<file path="config.mk">
export PLATFORM = sky130hd
export DESIGN_NAME = speed_ramp_ctrl
export DESIGN_NICKNAME = d
export VERILOG_FILES = /design/src/rtl/speed_ramp_ctrl.sv
export SDC_FILE = /design/constraint.sdc
export NUM_CORES = 1
export LEC_CHECK = 0
export CAP_MARGIN = 20
export CORE_ASPECT_RATIO = 1.2
export CORE_MARGIN = 10
export CORE_UTILIZATION = 35
export CTS_CLUSTER_DIAMETER = 120
export DETAILED_ROUTE_END_ITERATION = 8
export MAX_ROUTING_LAYER = met4
export PLACE_DENSITY = 0.72
export SYNTH_ARGS = -nofsm -noshare
export SYNTH_HDL_FRONTEND = slang
export SYNTH_SLANG_ARGS = --single-unit
export TNS_END_PERCENT = 5
</file>
<file path="constraint.sdc">
create_clock -name clk -period 5.4 [get_ports clk]
set_clock_uncertainty 0.15 [all_clocks]
set_input_delay 1.08 -clock clk [delete_from_list [all_inputs] [get_ports clk]]
set_output_delay 1.08 -clock clk [all_outputs]
set_load 0.02 [all_outputs]
</file>
<file path="src/rtl/speed_ramp_ctrl.sv">
// -----------------------------------------------------------------------------
// speed_ramp_ctrl
//
// Line-following drive speed controller. A registered mode (HALT / SLOW / FAST)
// is chosen from the count of black lines passed and the drive enable. From
// the mode and the per-wheel switch trims it derives a target speed for each
// wheel, and it drives registered wheel speeds toward those targets.
//
// Optional feature, selected with the macro SPEED_RAMP_EN:
//   defined   : outputs are slew-limited. A tick fires once every TICK_DIV
//               clocks, and on each tick each wheel moves at most RAMP_STEP
//               toward its target.
//   undefined : there is no tick counter and each wheel loads its target on
//               every clock.
//
// Ports
//   clk       in   1      single clock
//   rst       in   1      synchronous, active-high reset
//   en        in   1      drive enable; low forces mode HALT (targets 0)
//   lin       in   SEG_W  count of black lines passed
//   sw_l_val  in   5      left wheel trim
//   sw_r_val  in   5      right wheel trim
//   pwm_l     out  PWM_W  registered left wheel speed
//   pwm_r     out  PWM_W  registered right wheel speed
//   mode      out  2      registered mode / FSM state: 00 HALT, 01 SLOW, 10 FAST
//   settled   out  1      both wheel speeds equal their current targets
//
// There is no handshake on this block. Inputs are sampled on every clock, and
// outputs are valid on every clock.
// -----------------------------------------------------------------------------
module speed_ramp_ctrl #(
  parameter int PWM_W      = 32,
  parameter int SEG_W      = 32,
  parameter int FAST_BASE  = 500,
  parameter int SLOW_BASE  = 150,
  parameter int TRIM_GAIN  = 5,
  parameter int SLOW_SEG_A = 3,
  parameter int SLOW_SEG_B = 9,
  parameter int END_SEG    = 12,
  parameter int RAMP_STEP  = 50,
  parameter int TICK_DIV   = 4
) (
  input  logic             clk,
  input  logic             rst,
  input  logic             en,
  input  logic [SEG_W-1:0] lin,
  input  logic [4:0]       sw_l_val,
  input  logic [4:0]       sw_r_val,
  output logic [PWM_W-1:0] pwm_l,
  output logic [PWM_W-1:0] pwm_r,
  output logic [1:0]       mode,
  output logic             settled
);

  // Reject parameter sets that would stall the ramp or the tick counter.
  if (TICK_DIV < 1) begin : g_bad_tick_div
    $error("speed_ramp_ctrl: TICK_DIV must be at least 1");
  end
  if (RAMP_STEP < 1) begin : g_bad_ramp_step
    $error("speed_ramp_ctrl: RAMP_STEP must be at least 1");
  end

  typedef enum logic [1:0] {
    MODE_HALT = 2'b00,
    MODE_SLOW = 2'b01,
    MODE_FAST = 2'b10
  } mode_t;

  localparam logic [SEG_W-1:0] SEG_A_V   = SEG_W'(SLOW_SEG_A);
  localparam logic [SEG_W-1:0] SEG_B_V   = SEG_W'(SLOW_SEG_B);
  localparam logic [SEG_W-1:0] SEG_END_V = SEG_W'(END_SEG);
  localparam logic [PWM_W-1:0] FAST_V    = PWM_W'(FAST_BASE);
  localparam logic [PWM_W-1:0] SLOW_V    = PWM_W'(SLOW_BASE);
  localparam logic [PWM_W-1:0] GAIN_V    = PWM_W'(TRIM_GAIN);

  mode_t            mode_q;
  mode_t            mode_d;
  logic [PWM_W-1:0] target_l;
  logic [PWM_W-1:0] target_r;
  logic [PWM_W-1:0] base;
  logic [PWM_W-1:0] trim_l;
  logic [PWM_W-1:0] trim_r;
  logic             halt;

  // ---------------------------------------------------------------------------
  // Mode FSM: the state register re-evaluates on every clock. The disable and
  // end-of-course conditions take priority over the slow segments.
  // ---------------------------------------------------------------------------
  always_ff @(posedge clk) begin
    if (rst) begin
      mode_q <= MODE_HALT;
    end else begin
      mode_q <= mode_d;
    end
  end

  always_comb begin
    mode_d = MODE_FAST;
    if (!en) begin
      mode_d = MODE_HALT;
    end else if (lin >= SEG_END_V) begin
      mode_d = MODE_HALT;
    end else if ((lin == SEG_A_V) || (lin == SEG_B_V)) begin
      mode_d = MODE_SLOW;
    end
  end

  assign mode = mode_q;

  // ---------------------------------------------------------------------------
  // Targets follow the registered mode, so a trim change retargets the wheels
  // directly without passing through a mode transition.
  // ---------------------------------------------------------------------------
  assign trim_l = PWM_W'(sw_l_val) * GAIN_V;
  assign trim_r = PWM_W'(sw_r_val) * GAIN_V;

  always_comb begin
    base = '0;
    halt = 1'b1;
    unique case (mode_q)
      MODE_FAST: begin
        base = FAST_V;
        halt = 1'b0;
      end
      MODE_SLOW: begin
        base = SLOW_V;
        halt = 1'b0;
      end
      default: begin
        base = '0;
        halt = 1'b1;
      end
    endcase
  end

  assign target_l = halt ? '0 : (base + trim_l);
  assign target_r = halt ? '0 : (base + trim_r);

  assign settled = (pwm_l == target_l) && (pwm_r == target_r);

`ifdef SPEED_RAMP_EN
  // ---------------------------------------------------------------------------
  // Slew-limited outputs. The tick counter runs freely from reset, so a
  // retarget mid-ramp is picked up on the next tick without restarting the
  // tick phase.
  // ---------------------------------------------------------------------------
  localparam int               CNT_W    = (TICK_DIV > 1) ? $clog2(TICK_DIV) : 1;
  localparam logic [CNT_W-1:0] CNT_LAST = CNT_W'(TICK_DIV - 1);
  localparam logic [PWM_W-1:0] STEP_V   = PWM_W'(RAMP_STEP);

  logic [CNT_W-1:0] tick_cnt;
  logic             tick;

  assign tick = (tick_cnt == CNT_LAST);

  always_ff @(posedge clk) begin
    if (rst) begin
      tick_cnt <= '0;
    end else if (tick) begin
      tick_cnt <= '0;
    end else begin
      tick_cnt <= tick_cnt + CNT_W'(1);
    end
  end

  // One slew step toward tgt. Each direction is tested against the remaining
  // distance before stepping, so the result can neither pass the target nor
  // drop below zero (the target itself is never negative).
  function automatic logic [PWM_W-1:0] slew(input logic [PWM_W-1:0] cur,
                                            input logic [PWM_W-1:0] tgt);
    logic [PWM_W-1:0] res;
    if (tgt >= cur) begin
      res = ((tgt - cur) <= STEP_V) ? tgt : (cur + STEP_V);
    end else begin
      res = ((cur - tgt) <= STEP_V) ? tgt : (cur - STEP_V);
    end
    return res;
  endfunction

  always_ff @(posedge clk) begin
    if (rst) begin
      pwm_l <= '0;
      pwm_r <= '0;
    end else if (tick) begin
      pwm_l <= slew(pwm_l, target_l);
      pwm_r <= slew(pwm_r, target_r);
    end
  end
`else
  // ---------------------------------------------------------------------------
  // Unlimited outputs: each wheel follows its target one clock behind the mode.
  // ---------------------------------------------------------------------------
  always_ff @(posedge clk) begin
    if (rst) begin
      pwm_l <= '0;
      pwm_r <= '0;
    end else begin
      pwm_l <= target_l;
      pwm_r <= target_r;
    end
  end
`endif

endmodule

</file>
# Word-level counts from Yosys, hierarchy flattened
# Cells that the tools add are included.
dict set report op_classes {
  n_eq_ne 6
  mul 2
  order_cmp 1
  n_bitwise 1
  n_reduce_logical 4
  muxes 4
  add_sub_neg 2
}
# operator count
set op_table {}
lappend op_table {{32-bit by 8-bit adder with 32-bit output} 2}
lappend op_table {{32-bit equality test} 2}
lappend op_table {{32-bit 2-to-1 mux} 2}
lappend op_table {{32-bit by 2-bit equality test with 1-bit output (second input constant)} 1}
lappend op_table {{32-bit by 4-bit equality test with 1-bit output (second input constant)} 1}
lappend op_table {{32-bit by 4-bit greater-or-equal comparator with 1-bit output (second input constant)} 1}
lappend op_table {{9-bit case mux with 2 select lines} 1}
lappend op_table {{5-bit by 3-bit multiplier with 8-bit output (second input constant)} 2}
lappend op_table {{3-bit OR reduction} 1}
lappend op_table {{2-bit by 1-bit equality test with 1-bit output (second input constant)} 1}
lappend op_table {{2-bit equality test (second input constant)} 1}
lappend op_table {{2-bit 2-to-1 mux} 1}
lappend op_table {{2-bit OR reduction} 1}
lappend op_table {{1-bit logical AND} 1}
lappend op_table {{1-bit logical OR} 1}
lappend op_table {{1-bit NOT} 1}
dict set report totals {
  out_inout_bits 67
  register_bits 66
  inputBits 45
}

# Longest topological paths before layout
dict set report logic_depth {
  depth_word 6
  mapped_depth 14
}

# Worst setup path after synthesis
# No wires, ideal clock.
dict set report synth_path {
  path_kind {input-to-output}
  from {input port sw_r_val[2]}
  to {output port settled}
  arrival_ns 3.778
  n_path_buf 0
  setup_slack_ns 0.392
  stages 11
  cell_sequence {ha_1 -> ha_1 -> a21o_1 -> ha_1 -> a21o_1 -> a22o_2 -> nor3_1 -> mux2i_1 -> o311ai_1 -> a2111oi_0 -> and4_1}
}
dict set report synth_via {
  elab_chain_cells 5
}
# item line
set synth_rtl {}
lappend synth_rtl {{from (decl)} 48} ;# input logic [4:0] sw_r_val,
lappend synth_rtl {{5-bit by 3-bit multiplier with 8-bit output} 115} ;# assign trim_r = PWM_W'(sw_r_val) * GAIN_V;
lappend synth_rtl {{32-bit by 8-bit adder with 32-bit output} 137} ;# assign target_r = halt ? '0 : (base + trim_r);
lappend synth_rtl {{32-bit 2-to-1 mux} 137}
lappend synth_rtl {{32-bit equality test} 139} ;# assign settled = (pwm_l == target_l) && (pwm_r == target_r);
lappend synth_rtl {{1-bit logical AND} 139}
lappend synth_rtl {{to (decl)} 52} ;# output logic settled
# No other way between the ends.

# Worst setup path after layout
# Ends and elaborated chain as after synthesis.

==> qor.yml <==
final_antenna_net_count: 0
io_buffers: 67
intPower_uw: 322
max_freq_ghz: 0.189
crit_required_ns: 4.17
yosys_warnings: 0
path_max_fanout: 3
ir_drop_mv: 0.0928
clockRootBuffer: "clkbuf_8"
grt-ovfl-total: 0
synthDistinctLibCells: 48
synth_top_flop_cell: "dfxtp_1"
setup_viol: 0
diodes: 0
p_comb_share_pct: 44.2
p_seq_share_pct: 33.9
rows: 31
grt_max_degree: 21
grt_pass1_vias: 2417
p_switching_uw: 156
die_w_um: 92.1
final_area_sq_um: 3370
cp.arrival_ns: 4.05
fill_cells: 550
multiInputGateArea_sq_um: 1790
synth-seq-area-share_pct: 20.2
synth_top_area_share_pct: 20.2
final_cell_mix: "56 x clkdlybuf4s50_1, 44 x conb_1, 40 x buf_4, 31 x nor2_1, 22 x dfxtp_1"
slew_viol_final: 0
dpl_cell_area_sq_um: 3030
cellPowerDensity_nw_per_um2: 142
total_power_uw: 478
slew_headroom_pct: 64.7
drc: 0
grt_pass1_wl_mm: 10.9
cp-end-kind: "output port"
nets: 438
cts_tree: "built"
synth_area_sq_um: 2180
seq_area_sq_um: 440
drive_gt1_share_pct: 21.2
hold_viol: 0
cts_hold_buf: 0
core-area_sq_um: 6050
vias: 2157
start_util_pct: 36.1
syn2layout_area_growth_pct: 54.3
die-area_sq_um: 9810
p_sw_share_pct: 32.6
synth-seq-cells: 22
final_common_cell: "clkdlybuf4s50_1"
grt_usage_pct: 13.7
drt_first_pass_iters: 4
synth_area_leaders: "dfxtp_1 20%, ha_1 16%, buf_4 15%"
crit_type: "in2out"
dp_hpwl_mm: 5.62
antenna_found_initial: 0
layout_min_cycle_time_ns: 5.28
clk_path_buf_depth: 2
hp-class: "reg2reg"
cts_sinks: 22
wire_per_inst_um: 15.6
cts_buffers: 3
avgSynthCellArea_sq_um: 8.63
period_share_pct: 97.8
critPathLaunchType: "input port"
viasPerCell: 4.89
dr.first_iter.drc_count: 101
drt-total-wl_mm: 6.88
synth-edff-count: 0
insertion_delay_ns: 0.26
gp_congestion: 0.819
status: "finished, final reports clean"
htreeDepth: 1
synth-async-reset-ratio_pct: 0
setup_tns_ns: 0
netlist_instances: 253
drv_cap: 0
io_pins: 112
finalHoldWorstSlack_ns: 0.795
synth_top_area_cell: "dfxtp_1"
clockPowerShare_pct: 21.9
die_height_um: 107
clk_pin_slew_ns: 0.08
worst_pin_slew_ns: 0.528
leakage_uw: 0.00144
==> repair_timing <==
item,in CTS,in global routing
setup buffers,4,2
pin swaps,22,20
gates resized for setup,27,25
hold endpoints to repair,0,0
endpoints found under the setup margin,1,1
==> kinds of logic (layout without fill, tap and decap cells) <==
logic type / Yosys count / count (layout) / share of synthesized area (%)
xor gates and xnor gates: 22 / 22 / 9.16
buffers and inverters: 53 / 116 / 16.7
muxes: 3 / 3 / 1.43
AOI/OAI and AO/OA: 46 / 46 / 14.7
and+or+nand+nor: 74 / 74 / 17.9
adders and majority gates: 32 / 32 / 19.7
DFF: 22 / 22 / 20.2
other: 1 / 44 / 0.172
==> cell usage after synthesis, drive strengths merged, types with 2 or more instances <==
cell	n
dfxtp	22
fa	4
nor3	4
a21o	5
xor2	7
and2	9
nor4	6
buf	46
o21ai	8
nand3	4
mux2i	2
ha	28
a31oi	5
o32ai	5
nand4b	2
nor4bb	4
inv	5
nand4	4
a21oi	9
nand2	4
nor2	31
xnor2	15
a211oi	2
==> critical path: stages <==
cell	delay, ns
clkdlybuf4s15_1	0.22
ha_2	0.37
ha_4	0.20
xnor2_1	0.12
ha_1	0.31
and3_4	0.19
buf_4	0.13
a221oi_2	0.26
xor2_1	0.26
o311ai_1	0.15
a2111oi_2	0.38
and4_1	0.26
buf_6	0.12
==> area by class of cell <==
| class | count | share of cell area (%) |
|---|---|---|
| Multi-Input combinational cell | 221 | 53.0 |
| Timing Repair Buffer | 107 | 29.0 |
| Sequential cell | 22 | 13.1 |
| Tap cell | 82 | 3.04 |
| Clock buffer | 3 | 1.22 |
| Inverter | 6 | 0.668 |
==> final timing paths <==
check / start / end / slack, ns / cells past startpoint
worst max-delay path: sw_r_val[2] / settled / 0.12 / 13
worst min-delay path: mode[1] / pwm_r[9] / 0.79 / 3
worst max register to register: mode[0] / pwm_l[8] / 2.17 / 12
worst min register to register: mode[1] / pwm_r[9] / 0.79 / 3
==> power groups by stage <==
stage	sequential, uW	clock, uW	combinational (uW)
after floorplan	166	0	117
after global placement	166	0	171
after detailed placement	166	0	177
after CTS	162	107	188
after global routing	162	117	229
final	162	105	211
==> metrics by stage <==
stage,util [%],setup WS [ns],std cells
after global placement,50.1,-0.709,432
after detailed placement,50.1,-0.802,432
final,55.7,0.117,441
after floorplan,-,0.392,296
after global routing,55.7,-0.00147,441
after CTS,52.6,0.0120,439
==> per-layer routing <==
layer | vias to the layer above | GRT usage [%] | share of wire (%)
met5 | - | - | 0
met4 | 0 | 3.42 | 1.4
met3 | 9 | 5.98 | 9.3
met2 | 104 | 24.6 | 51
met1 | 1012 | 13.3 | 39
li1 | 1032 | - | -
==> flip-flops by register name, indices dropped and copies added (netlist names) <==
register / cells
mode: 2
pwm_l: 10
pwm_r: 10
No activity file was read; power rests on OpenSTA's default activity.
